File: config.mk
export PLATFORM = sky130hd
export DESIGN_NAME = fetch_stage
export DESIGN_NICKNAME = d
export VERILOG_FILES = /design/src/rtl/fetch_stage_pkg.sv /design/src/rtl/fetch_stage_if_id_reg.sv /design/src/rtl/fetch_stage.sv
export SDC_FILE = /design/constraint.sdc
export NUM_CORES = 1
export LEC_CHECK = 0
export CELL_PAD_IN_SITES_DETAIL_PLACEMENT = 0
export CELL_PAD_IN_SITES_GLOBAL_PLACEMENT = 1
export CORE_MARGIN = 4
export CORE_UTILIZATION = 40
export CTS_BUF_LIST = sky130_fd_sc_hd__clkbuf_2 sky130_fd_sc_hd__clkbuf_4 sky130_fd_sc_hd__clkbuf_8
export CTS_CLUSTER_SIZE = 20
export DETAILED_ROUTE_END_ITERATION = 10
export GPL_ROUTABILITY_DRIVEN = 0
export MAX_ROUTING_LAYER = met4
export PLACE_DENSITY_LB_ADDON = 0.1
export SLEW_MARGIN = 20
export SYNTH_ARGS = -nofsm -noshare
export SYNTH_HDL_FRONTEND = slang
export SYNTH_HIERARCHICAL = 1
export SYNTH_SLANG_ARGS = --single-unit
File: constraint.sdc
create_clock -name i_clk -period 4.61 [get_ports i_clk]
set_input_delay 0.6915 -clock i_clk [delete_from_list [all_inputs] [get_ports i_clk]]
set_output_delay 0.6915 -clock i_clk [all_outputs]
set_load 0.05 [all_outputs]
File: src/rtl/fetch_stage_pkg.sv
`default_nettype none
// ============================================================================
// Module      : fetch_stage_pkg
// Description : Shared pipeline definitions used by fetch, execute and the
//               hazard unit: PC-source encodings, canonical NOP and the
//               default datapath width.
// Revision    : 1.0 - initial release
// ============================================================================
package fetch_stage_pkg;

    // Default datapath / address width of the pipeline
    localparam int DEFAULT_XLEN = 32;

    // Next-PC source encodings driven by the execute stage
    localparam logic [1:0] PC_SRC_SEQ  = 2'b00;
    localparam logic [1:0] PC_SRC_BR   = 2'b01;
    localparam logic [1:0] PC_SRC_JALR = 2'b10;

    // addi x0, x0, 0 - the bubble inserted into decode on a flush
    localparam logic [31:0] NOP_INSTR = 32'h0000_0013;

endpackage : fetch_stage_pkg
`default_nettype wire

File: src/rtl/fetch_stage_if_id_reg.sv
`default_nettype none
// ============================================================================
// Module      : if_id_reg
// Description : IF/ID pipeline register. Priority is flush > stall >
//               capture. A flush loads a NOP bubble with the valid bit
//               cleared; a stall holds every field; otherwise the fetched
//               word and its PC are captured.
// Revision    : 1.0 - initial release
// ============================================================================
module if_id_reg
    import fetch_stage_pkg::*;
#(
    parameter int XLEN = DEFAULT_XLEN
) (
    input  logic            i_clk,
    input  logic            i_rst,
    input  logic            i_flush,
    input  logic            i_stall,
    input  logic [31:0]     i_instr,
    input  logic [XLEN-1:0] i_pc,
    output logic [31:0]     o_instr,
    output logic [XLEN-1:0] o_pc,
    output logic [XLEN-1:0] o_pc_plus4,
    output logic            o_valid
);

    localparam logic [XLEN-1:0] c_pc_step = XLEN'(4);

    logic [31:0]     r_instr;
    logic [XLEN-1:0] r_pc;
    logic [XLEN-1:0] r_pc_plus4;
    logic            r_valid;
    logic [XLEN-1:0] w_pc_plus4;

    // Link address of the captured instruction, wrapping modulo 2^XLEN
    always_comb begin
        w_pc_plus4 = i_pc + c_pc_step;
    end

    // Pipeline register: bubble on flush, hold on stall, else capture
    always_ff @(posedge i_clk or posedge i_rst) begin
        if (i_rst) begin
            r_instr    <= NOP_INSTR;
            r_pc       <= '0;
            r_pc_plus4 <= c_pc_step;
            r_valid    <= 1'b0;
        end else if (i_flush) begin
            r_instr    <= NOP_INSTR;
            r_pc       <= '0;
            r_pc_plus4 <= c_pc_step;
            r_valid    <= 1'b0;
        end else if (!i_stall) begin
            r_instr    <= i_instr;
            r_pc       <= i_pc;
            r_pc_plus4 <= w_pc_plus4;
            r_valid    <= 1'b1;
        end
    end

    assign o_instr    = r_instr;
    assign o_pc       = r_pc;
    assign o_pc_plus4 = r_pc_plus4;
    assign o_valid    = r_valid;

endmodule : if_id_reg
`default_nettype wire

File: src/rtl/fetch_stage.sv
`default_nettype none
// ============================================================================
// Module      : fetch_stage
// Description : Instruction-fetch stage. Owns the PC register, next-PC
//               selection (sequential / branch-jal / jalr), redirect target
//               alignment, a sticky misaligned-target flag, saturating
//               fetch and flush counters, and the IF/ID register feeding
//               decode.
// Revision    : 1.0 - initial release
// ============================================================================
module fetch_stage
    import fetch_stage_pkg::*;
#(
    parameter int              XLEN     = DEFAULT_XLEN,
    parameter logic [XLEN-1:0] RESET_PC = '0,
    parameter int              CNT_W    = 32
) (
    input  logic             i_clk,
    input  logic             i_rst,
    input  logic             i_pc_stall,
    input  logic             i_if_id_stall,
    input  logic             i_if_id_flush,
    input  logic [1:0]       i_pc_src_e,
    input  logic [XLEN-1:0]  i_pc_target_e,
    input  logic [XLEN-1:0]  i_alu_res_e,
    output logic [XLEN-1:0]  o_imem_addr,
    input  logic [31:0]      i_imem_rdata,
    output logic [31:0]      o_instr_d,
    output logic [XLEN-1:0]  o_pc_d,
    output logic [XLEN-1:0]  o_pc_plus4_d,
    output logic             o_valid_d,
    output logic             o_misalign,
    output logic [CNT_W-1:0] o_fetch_cnt,
    output logic [CNT_W-1:0] o_flush_cnt
);

    localparam logic [XLEN-1:0]  c_pc_step    = XLEN'(4);
    localparam logic [XLEN-1:0]  c_jalr_mask  = ~XLEN'(1);
    localparam logic [XLEN-1:0]  c_align_mask = ~XLEN'(3);
    localparam logic [CNT_W-1:0] c_cnt_max    = '1;
    localparam logic [CNT_W-1:0] c_cnt_one    = CNT_W'(1);

    logic [XLEN-1:0]  r_pc;
    logic             r_misalign;
    logic [CNT_W-1:0] r_fetch_cnt;
    logic [CNT_W-1:0] r_flush_cnt;

    logic             w_redirect;
    logic [XLEN-1:0]  w_target_raw;
    logic [XLEN-1:0]  w_target;
    logic [XLEN-1:0]  w_seq_pc;
    logic             w_misalign_hit;
    logic             w_capture;

    // Redirect target selection; jalr drops bit 0 before the alignment check
    always_comb begin
        w_redirect   = 1'b0;
        w_target_raw = '0;
        case (i_pc_src_e)
            PC_SRC_BR: begin
                w_redirect   = 1'b1;
                w_target_raw = i_pc_target_e;
            end
            PC_SRC_JALR: begin
                w_redirect   = 1'b1;
                w_target_raw = i_alu_res_e & c_jalr_mask;
            end
            default: begin
                w_redirect   = 1'b0;
                w_target_raw = '0;
            end
        endcase
    end

    // Word-align the target and flag a redirect that had bit 1 set
    always_comb begin
        w_target       = w_target_raw & c_align_mask;
        w_misalign_hit = w_redirect & w_target_raw[1];
        w_seq_pc       = r_pc + c_pc_step;
    end

    // A new instruction enters decode only when neither flushed nor stalled
    always_comb begin
        w_capture = ~i_if_id_flush & ~i_if_id_stall;
    end

    // PC register: a redirect overrides the load-use stall
    always_ff @(posedge i_clk or posedge i_rst) begin
        if (i_rst) begin
            r_pc <= RESET_PC;
        end else if (w_redirect) begin
            r_pc <= w_target;
        end else if (!i_pc_stall) begin
            r_pc <= w_seq_pc;
        end
    end

    // Sticky misaligned-target flag, cleared only by reset
    always_ff @(posedge i_clk or posedge i_rst) begin
        if (i_rst) begin
            r_misalign <= 1'b0;
        end else if (w_misalign_hit) begin
            r_misalign <= 1'b1;
        end
    end

    // Saturating count of instructions captured into IF/ID
    always_ff @(posedge i_clk or posedge i_rst) begin
        if (i_rst) begin
            r_fetch_cnt <= '0;
        end else if (w_capture && (r_fetch_cnt != c_cnt_max)) begin
            r_fetch_cnt <= r_fetch_cnt + c_cnt_one;
        end
    end

    // Saturating count of cycles with the IF/ID flush asserted
    always_ff @(posedge i_clk or posedge i_rst) begin
        if (i_rst) begin
            r_flush_cnt <= '0;
        end else if (i_if_id_flush && (r_flush_cnt != c_cnt_max)) begin
            r_flush_cnt <= r_flush_cnt + c_cnt_one;
        end
    end

    if_id_reg #(
        .XLEN       (XLEN)
    ) u_if_id_reg (
        .i_clk      (i_clk),
        .i_rst      (i_rst),
        .i_flush    (i_if_id_flush),
        .i_stall    (i_if_id_stall),
        .i_instr    (i_imem_rdata),
        .i_pc       (r_pc),
        .o_instr    (o_instr_d),
        .o_pc       (o_pc_d),
        .o_pc_plus4 (o_pc_plus4_d),
        .o_valid    (o_valid_d)
    );

    assign o_imem_addr = r_pc;
    assign o_misalign  = r_misalign;
    assign o_fetch_cnt = r_fetch_cnt;
    assign o_flush_cnt = r_flush_cnt;

endmodule : fetch_stage
`default_nettype wire

==> impl_metrics.toml, run 1 <==
[global_route]
use_met2_pct = 33.2
antenna_violations_before_repair = 1
use_met3_pct = 5.25
track_usage_pct = 22.0
globalRouteOverflowTotal = 0
largest_net_degree_at_the_start_of_global_routing = 97
top_usage_layer = "met2"
grt_pass1_vias = 8052
grt_first_pass_wirelength_um = 45100
fraction_of_met1_tracks_used_by_global_routing_pct = 30.3

[sta]
clock.fmax_ghz = 0.356
final.setup.worst_slack_ns = 1.80
setup_total_negative_slack_ns = 0
report.final.slew_viol_count = 0
max-slew-margin-rel_pct = 26.8
min_period_over_period_pct = 60.9
setup-violations-final = 0
max_slew.worst_pin.slew_ns = 1.09
final_hold_viol_count = 0
layout_min_cycle_time_ns = 2.81
final_setup_skew_ns = 0.0226
grt_setup_unrepaired = "false"

[job]
max-cap-violations = 0

[layout]
seq_area_mm2 = 0.00476
nFillCells = 2170
drive_above_1_share_pct = 5.76
postLayoutCellArea_mm2 = 0.0131
flow.area_growth_from_synthesis_pct = 37.9
finalNetCount = 1294
fin_cells = 1519
multi_input_comb_area_mm2 = 0.00446

[critical_path]
timing.critical_path.slowest_cell_delay_ns = 0.92
timing.critical_path.from_type = "flop"
path_class = "flop to primary output"
worst_path_max_delay_cell = "clkdlybuf4s50_1"
cell_count_of_the_worst_reg_to_reg_path = 4
path_max_fanout = 14
crit_end = "o_imem_addr[9]"
critical_path_required_ns = 3.92
timing.critical_path.max_delay_family = "buffers and inverters"
regToRegSetupSlack_ns = 1.83
crit_path_from = "o_imem_addr[9]$_DFFE_PP0P_"
setup.worst_path.end_class = "primary output"
reg2reg_from = "o_imem_addr[17]$_DFFE_PP0P_"
critical_path.reg2reg.endpoint = "u_if_id_reg/o_pc_plus4[28]$_DFFE_PP0P_"
worst-path-buf-inv = 1
timing.critical_path.cells = "clkdlybuf4s50_1"
cp.depth = 1
arrival_ns = 2.11

[placed_design]
dpl_worst_slack_ns = 1.70
io_buffers = 292
placedInstanceArea_mm2 = 0.0127
place.detailed.instances = 1485
dp_hpwl_um = 20300

[logic_synthesis]
netlist-cell-type-count = 61
asyncSetResetFlopFracSynth_pct = 100
mappedNetlistArea_mm2 = 0.00951
synth_common_cells = "dfrtp_1, nor2_1, mux2i_1"
synth-warning-count = 6
ys_seq_elements = 190
netlist.area_leader.share_pct = 49.0
synth-main-ff-cell = "dfrtp_1"
synth_enable_flop_cells = 0
synth.most_common_cell = "dfrtp_1"
post-synth-top-area-cell = "dfrtp_1"
synthesis.instances = 914
sequential_fraction_of_the_synthesis_area_pct = 50.1
synth.area.top_cells = "dfrtp_1, mux2i_1, xnor2_1"
synth_area_per_cell_um2 = 10.4

[drt]
drc = 0
via_count = 8179
wirelength_um = 28700
avgViaCountPerCell = 5.38
detail_route.first_pass.iterations = 5
detail-route-antenna-nets = 0
drt-initial-drc-count = 518
wl_per_cell_um = 18.9

[clock_network]
cts_tree = "built"
tritoncts.num_buffers = 17
h-tree-depth = 4
clk_latency_ns = 0.48
clock-sinks = 190
hold_buffers = 0
worst_setup_hold_path_clk_slew_ns = 0.11
cts-root-to-sink-buffers = 2
clock_tree.root_cell = "clkbuf_8"
post-cts-setup-buffer-count = 0
cts_resized = 0

[power_and_ir_drop]
p_leak_nw = 5.45
p_per_area_mw_per_mm2 = 371
power_frac_seq_pct = 43.5
cell_internal_pwr_w = 0.00287
design_power_total_w = 0.00486
clock_power_share_pct = 23.2
p_switching_w = 0.00198
p_comb_share_pct = 33.3
sw_frac_of_total_pct = 40.9
power.ir.vdd_worst_mv = 0.359

[run_status]
outcome = "completed"

[floorplan]
width_of_the_chip_um = 162
die_area_mm2 = 0.0263
core_mm2 = 0.0234
floorplan.initialDensity_pct = 40.6
die_height_um = 162
num_io_pins = 297
placementRows = 56

[worst_hold_path]
hold_class = "flop to flop"
hold_path.startpoint = "o_misalign$_DFFE_PP0P_"
==> worst reg2reg max path: stages (launching register included) <==
cell and delay, ns:
dfrtp_1 0.68, nand4_1 0.37, nor4_1 1.00, a311oi_1 0.19, a2111oi_0 0.42
==> stage by stage <==
stage / hold slack (ns) / utilization (%)
floorplan: 0.751 / -
global placement: 0.462 / 54.2
detailed placement: 0.461 / 54.2
CTS: 0.491 / 56.0
global route: 0.524 / 56.0
finish: 0.483 / 56.0
==> routing by layer <==
| layer | part of all wire, % | wire [um] |
|---|---|---|
| met3 | 7.1 | 2030 |
| met5 | 0 | 0 |
| met2 | 45 | 13000 |
| met4 | 1.7 | 476 |
| met1 | 46 | 13200 |
==> power groups by stage <==
stage               Clock (W)  Sequential [W]  Combinational, W
finish                0.00113         0.00211           0.00162
global route          0.00123         0.00215           0.00171
CTS                   0.00117         0.00211           0.00163
detailed placement          0         0.00214           0.00162
global placement            0         0.00214           0.00162
floorplan                   0         0.00267          0.000440
==> cell families after synthesis <==
kind of cell / after synthesis / share of synthesized area [%]
buf+inv: 74 / 3.21
compound gates: 137 / 10.9
xor+xnor: 94 / 8.66
flops: 190 / 50.1
mux: 60 / 6.33
simple gates: 352 / 20.0
fa+ha+maj: 6 / 0.790
other cells: 1 / 0.0394
==> how the worst min path moves through the flow <==
| stage | to | slack, ns | depth (start not counted) |
|---|---|---|---|
| final | o_misalign$_DFFE_PP0P_ | 0.48 | 1 |
| after floorplan | u_if_id_reg/o_valid$_DFFE_PP0P_ | 0.75 | 2 |
| after CTS | o_misalign$_DFFE_PP0P_ | 0.49 | 1 |
| after global routing | o_fetch_cnt[30]$_DFFE_PP0P_ | 0.52 | 1 |
| after global placement | o_misalign$_DFFE_PP0P_ | 0.46 | 1 |
| after detailed placement | o_misalign$_DFFE_PP0P_ | 0.46 | 1 |
==> cell type report <==
class                      count  area share [%]
multi-input combinational    653            34.0
antenna                        2          0.0382
sequential                   190            36.3
clock inverter                15            1.31
inverter                      20           0.611
clock buffer                  17            1.79
tap                          319            3.05
timing repair buffer         303            22.9
==> cell usage in the layout, fill, tap and decap left out, types with 14 or more instances in the layout <==
master           instances
xor2_1                  36
inv_1                   18
dfrtp_1                186
nand2_1                 42
mux2i_1                 59
xnor2_1                 58
a221oi_1                29
a311oi_1                14
nand4_1                 52
and3_1                  28
a21oi_1                 34
clkbuf_8                17
nor2_1                 103
nand3_1                 40
clkdlybuf4s50_1        290
and4_1                  22
==> sequential cells by signal, summed over array words and instances (netlist names) <==
signal / cells
u_if_id_reg/o_valid: 1
u_if_id_reg/o_pc: 32
u_if_id_reg/o_pc_plus4: 30
u_if_id_reg/o_instr: 32
o_flush_cnt: 32
o_misalign: 1
o_fetch_cnt: 32
o_imem_addr: 30
Note: power is estimated with default switching activity, not from simulation.
==> run 2, diff against run 1 <==
- CORE_UTILIZATION: 40 -> 37
- clock period: 4.61 -> 2.7 ns (I/O delays scaled with it)
==> impl_metrics.toml, run 2 (synthesized netlist as in run 1, its figures left out) <==
[sta]
report.final.slew_viol_count = 0
setup_total_negative_slack_ns = 0
max-slew-margin-rel_pct = 28.4
min_period_over_period_pct = 91.4
final_hold_viol_count = 0
clock.fmax_ghz = 0.405
setup-violations-final = 0
final_setup_skew_ns = 0.0157
grt_setup_unrepaired = "false"
layout_min_cycle_time_ns = 2.47
max_slew.worst_pin.slew_ns = 1.07

[critical_path]
path_max_fanout = 8
path_class = "flop to primary output"
reg2reg_from = "o_imem_addr[3]$_DFFE_PP0P_"
critical_path.reg2reg.endpoint = "u_if_id_reg/o_pc_plus4[30]$_DFFE_PP0P_"
setup.worst_path.end_class = "primary output"
cell_count_of_the_worst_reg_to_reg_path = 5
arrival_ns = 2.06
timing.critical_path.from_type = "flop"
critical_path_required_ns = 2.30
regToRegSetupSlack_ns = 0.38

[layout]
fin_cells = 1559
nFillCells = 2384
drive_above_1_share_pct = 8.06
layout_commonest_cell = "clkdlybuf4s50_1"
leading_cell_types_in_the_layout_fill_and_taps_excluded = "clkdlybuf4s50_1, dfrtp_1, nor2_1"
flow.area_growth_from_synthesis_pct = 40.2
finalNetCount = 1325

[global_route]
track_usage_pct = 21.5
globalRouteOverflowTotal = 0
antenna_violations_before_repair = 1
largest_net_degree_at_the_start_of_global_routing = 96
grt_pass1_vias = 8458
grt_first_pass_wirelength_um = 47800

[placed_design]
dp_hpwl_um = 21800
io_buffers = 292
place.detailed.instances = 1527

[power_and_ir_drop]
power_frac_seq_pct = 42.2
cell_internal_pwr_w = 0.00488
clock_power_share_pct = 21.9
p_leak_nw = 5.59
sw_frac_of_total_pct = 40.8
p_per_area_mw_per_mm2 = 619
design_power_total_w = 0.00825
p_switching_w = 0.00337
power.ir.vdd_worst_mv = 0.595
p_comb_share_pct = 35.9

[clock_network]
hold_buffers = 0
worst_setup_hold_path_clk_slew_ns = 0.10
clock_tree.root_cell = "clkbuf_8"
cts-root-to-sink-buffers = 2
clock-sinks = 190
h-tree-depth = 4
clk_latency_ns = 0.47
cts_resized = 0
cts_tree = "built"
tritoncts.num_buffers = 17
post-cts-setup-buffer-count = 0

[floorplan]
num_io_pins = 297
die_height_um = 168
die_area_mm2 = 0.0283
floorplan.initialDensity_pct = 37.6
width_of_the_chip_um = 168
placementRows = 58
core_mm2 = 0.0253

[run_status]
outcome = "completed"

[drt]
wirelength_um = 29800
avgViaCountPerCell = 5.30
via_count = 8257
drc = 0
detail-route-antenna-nets = 0
wl_per_cell_um = 19.1
detail_route.first_pass.iterations = 5
drt-initial-drc-count = 538

[worst_hold_path]
hold_class = "input pin to asynchronous set/reset pin"

[job]
max-cap-violations = 0
[run 2: changes by cell type in the layout (fill, tap and decap cells not counted), moves of 2 or more]
cell      previous run  this run
buf_4               13        42
inv_4                2         0
buf_12               0         2
clkinv_8             2         0
clkinv_4             1         3
[run 2: worst max-delay path: stages, from the launching register on]
cell	delay, ns
dfrtp_1	0.56
buf_4	0.21
clkdlybuf4s50_1	0.82
[run 2: cell type report]
cell class,instances,area [um^2],share of cell area [%]
Clock inverter,13,119,0.892
Tap cell,330,413,3.10
Antenna cell,1,2.50,0.0188
Timing Repair Buffer,334,3260,24.4
Multi-Input combinational cell,653,4460,33.4
Inverter,20,82.6,0.619
Clock buffer,18,241,1.81
Sequential cell,190,4760,35.7
[run 2: power groups by stage]
stage | registers [W] | logic (W) | clock network, W
final | 0.00349 | 0.00296 | 0.00180
after global placement | 0.00354 | 0.00297 | 0
after CTS | 0.00349 | 0.00299 | 0.00189
after detailed placement | 0.00354 | 0.00298 | 0
after floorplan | 0.00455 | 0.000751 | 0
after global routing | 0.00354 | 0.00314 | 0.00198
[run 2: worst max path at each step]
stage,start,endpoint,depth (start not counted)
3_5_place_dp,i_pc_src_e[0],o_imem_addr[9]$_DFFE_PP0P_,8
6_report,o_imem_addr[10]$_DFFE_PP0P_,o_imem_addr[10],2
4_1_cts,o_imem_addr[10]$_DFFE_PP0P_,o_imem_addr[10],2
2_1_floorplan,o_imem_addr[10]$_DFFE_PP0P_,u_if_id_reg/o_pc_plus4[31]$_DFFE_PP0P_,5
5_1_grt,o_imem_addr[3]$_DFFE_PP0P_,u_if_id_reg/o_pc_plus4[28]$_DFFE_PP0P_,6
3_3_place_gp,i_pc_src_e[0],o_imem_addr[9]$_DFFE_PP0P_,8
[run 2: layer usage]
metal	vias to the layer above	part of all wire (%)	global-route usage [%]
li1	3966	-	-
met1	4037	45	28.6
met2	224	48	33.6
met3	30	6.2	5.26
met4	0	1.6	5.05
met5	-	0	-
[run 2: metrics by stage]
| stage | hold slack, ns | worst slack [ns] | area (um^2) | util, % |
|---|---|---|---|---|
| 2_1_floorplan | 0.531 | 0.178 | 9530 | - |
| 3_3_place_gp | 0.463 | 0.261 | 13000 | 51.4 |
| 3_5_place_dp | 0.466 | 0.248 | 13000 | 51.4 |
| 4_1_cts | 0.305 | 0.206 | 13300 | 52.8 |
| 5_1_grt | 0.344 | 0.0895 | 13300 | 52.8 |
| 6_report | 0.320 | 0.233 | 13300 | 52.8 |
==> run 3, diff against run 2 <==
- CORE_ASPECT_RATIO: default -> 2
- CTS_CLUSTER_SIZE: 20 -> 40
- clock period: 2.7 -> 2.36 ns (I/O delays scaled with it)
==> impl_metrics.toml, run 3 (synthesized netlist as in run 1, its figures left out) <==
[run_status]
outcome = "completed"

[layout]
drive_above_1_share_pct = 10.6
flow.area_growth_from_synthesis_pct = 42.8
antenna_cells_inserted = 0
leading_cell_types_in_the_layout_fill_and_taps_excluded = "clkdlybuf4s50_1, dfrtp_1, nor2_1"
seq_area_mm2 = 0.00478
finalNetCount = 1343
layout_commonest_cell = "clkdlybuf4s50_1"
nFillCells = 2410
final_core_utilization_pct = 53.8
multi_input_comb_area_mm2 = 0.00446

[clock_network]
clock-sinks = 190
clock_tree.root_cell = "clkbuf_8"
cts_tree = "built"
hold_buffers = 0
clk_latency_ns = 0.49
h-tree-depth = 4
tritoncts.num_buffers = 17
cts-root-to-sink-buffers = 2
worst_setup_hold_path_clk_slew_ns = 0.09

[drt]
route.top_layer_used = "met4"
wl_met2_um = 16000
wl_per_cell_um = 19.0
drt-initial-drc-count = 371
drc = 0
via_count = 8369
detail_route.first_pass.iterations = 5
route.layer.met1.wl_um = 11800
detail-route-antenna-nets = 0
wirelength_um = 30100
avgViaCountPerCell = 5.29
met3_wirelength_um = 1660

[job]
max-cap-violations = 0

[critical_path]
timing.critical_path.cells = "buf_4, clkdlybuf4s50_1"
timing.critical_path.from_type = "flop"
regToRegSetupSlack_ns = 0.17
cell_count_of_the_worst_reg_to_reg_path = 5
arrival_ns = 1.95
path_class = "flop to primary output"
setup.worst_path.end_class = "primary output"
critical_path.reg2reg.endpoint = "u_if_id_reg/o_pc_plus4[22]$_DFFE_PP0P_"
critical_path_required_ns = 2.01
crit_path_from = "o_imem_addr[9]$_DFFE_PP0P_"
reg2reg_from = "o_imem_addr[17]$_DFFE_PP0P_"
worst_path_max_delay_cell = "clkdlybuf4s50_1"
path_max_fanout = 8
timing.critical_path.slowest_cell_delay_ns = 0.83

[floorplan]
die_area_mm2 = 0.0285
placementRows = 82
num_io_pins = 297
floorplan.initialDensity_pct = 37.7
width_of_the_chip_um = 121
die_height_um = 235
core_mm2 = 0.0252

[sta]
final_setup_skew_ns = 0.0104
final.setup.worst_slack_ns = 0.0606
min_period_over_period_pct = 97.4
grt_setup_unrepaired = "false"
timing.hold.ws_ns = 0.278
setup_total_negative_slack_ns = 0
setup-violations-final = 0
report.final.slew_viol_count = 0
max-slew-margin-rel_pct = 52.2
layout_min_cycle_time_ns = 2.30
clock.fmax_ghz = 0.435
max_slew.worst_pin.slew_ns = 0.718
final_hold_viol_count = 0

[placed_design]
dpl_worst_slack_ns = 0.152
dp_hpwl_um = 22300
io_buffers = 292

[global_route]
grt_first_pass_wirelength_um = 47400
grt_pass1_vias = 8533
largest_net_degree_at_the_start_of_global_routing = 96
globalRouteOverflowTotal = 0
antenna_violations_before_repair = 0
track_usage_pct = 21.8

[power_and_ir_drop]
p_leak_nw = 5.74
power.ir.vdd_worst_mv = 0.501
p_per_area_mw_per_mm2 = 726

[worst_hold_path]
worstHoldPathCells = 3
timing.hold.worst_endpoint = "u_if_id_reg/o_pc_plus4[4]$_DFFE_PP0P_"
hold_path.startpoint = "i_if_id_stall"
hold_class = "input pin to flop"
[run 3: cell types whose count changed in the layout (fill, tap and decap cells not counted), sizes merged]
cell           delta
dlygate4sd2       +5
buf              +18
clkdlybuf4s50     -8
dlymetal6s2s      +3
inv               -6
bufinv            +4
clkbuf            +1
diode             -1
clkinvlp          +1
clkinv            +1
[run 3: cell type report]
type	instances	area share (%)
Inverter	20	0.608
Clock buffer	19	1.93
Clock inverter	13	1.36
Timing Repair Buffer	352	25.0
Tap cell	336	3.10
Sequential cell	190	35.2
Multi-Input combinational cell	653	32.8
[run 3: worst max-delay path, delay by kind of cell, from the launching register on]
family	cells	cell delay (ns)
buffers and inverters	2	1.01
flip-flops	1	0.45
[run 3: metrics by stage]
step	instances	total power, W	instance area (um^2)
final	1583	0.00986	13600
after global routing	1583	0.0103	13600
after CTS	1583	0.00999	13600
after detailed placement	1551	0.00752	13100
after global placement	1551	0.00751	13100
after floorplan	917	0.00608	9540
[run 3: what timing repair did]
item,4_1_cts,5_1_grt
cloned,0,0
gates resized for setup,5,3
endpoints found under the setup margin,5,3
buffers inserted,0,0
[run 3: report_power, final]
part           switching [W]  internal (W)
Clock                0.00122       0.00121
Sequential          0.000359       0.00360
Combinational        0.00222       0.00124
Total                0.00380       0.00605
[run 3: worst max path at each step]
stage / end / slack [ns] / cells past startpoint
2_1_floorplan: u_if_id_reg/o_pc_plus4[31]$_DFFE_PP0P_ / 0.003 / 5
3_3_place_gp: o_imem_addr[9]$_DFFE_PP0P_ / 0.16 / 8
3_5_place_dp: o_imem_addr[9]$_DFFE_PP0P_ / 0.15 / 8
4_1_cts: o_imem_addr[29] / 0.002 / 1
5_1_grt: o_imem_addr[9] / 0.0003 / 2
6_report: o_imem_addr[9] / 0.06 / 2
[run 3: layer usage]
metal | up-vias | GRT usage (%)
met5 | - | -
met4 | 0 | 6.15
met3 | 29 | 5.27
met2 | 248 | 37.9
met1 | 4097 | 24.7
li1 | 3995 | -
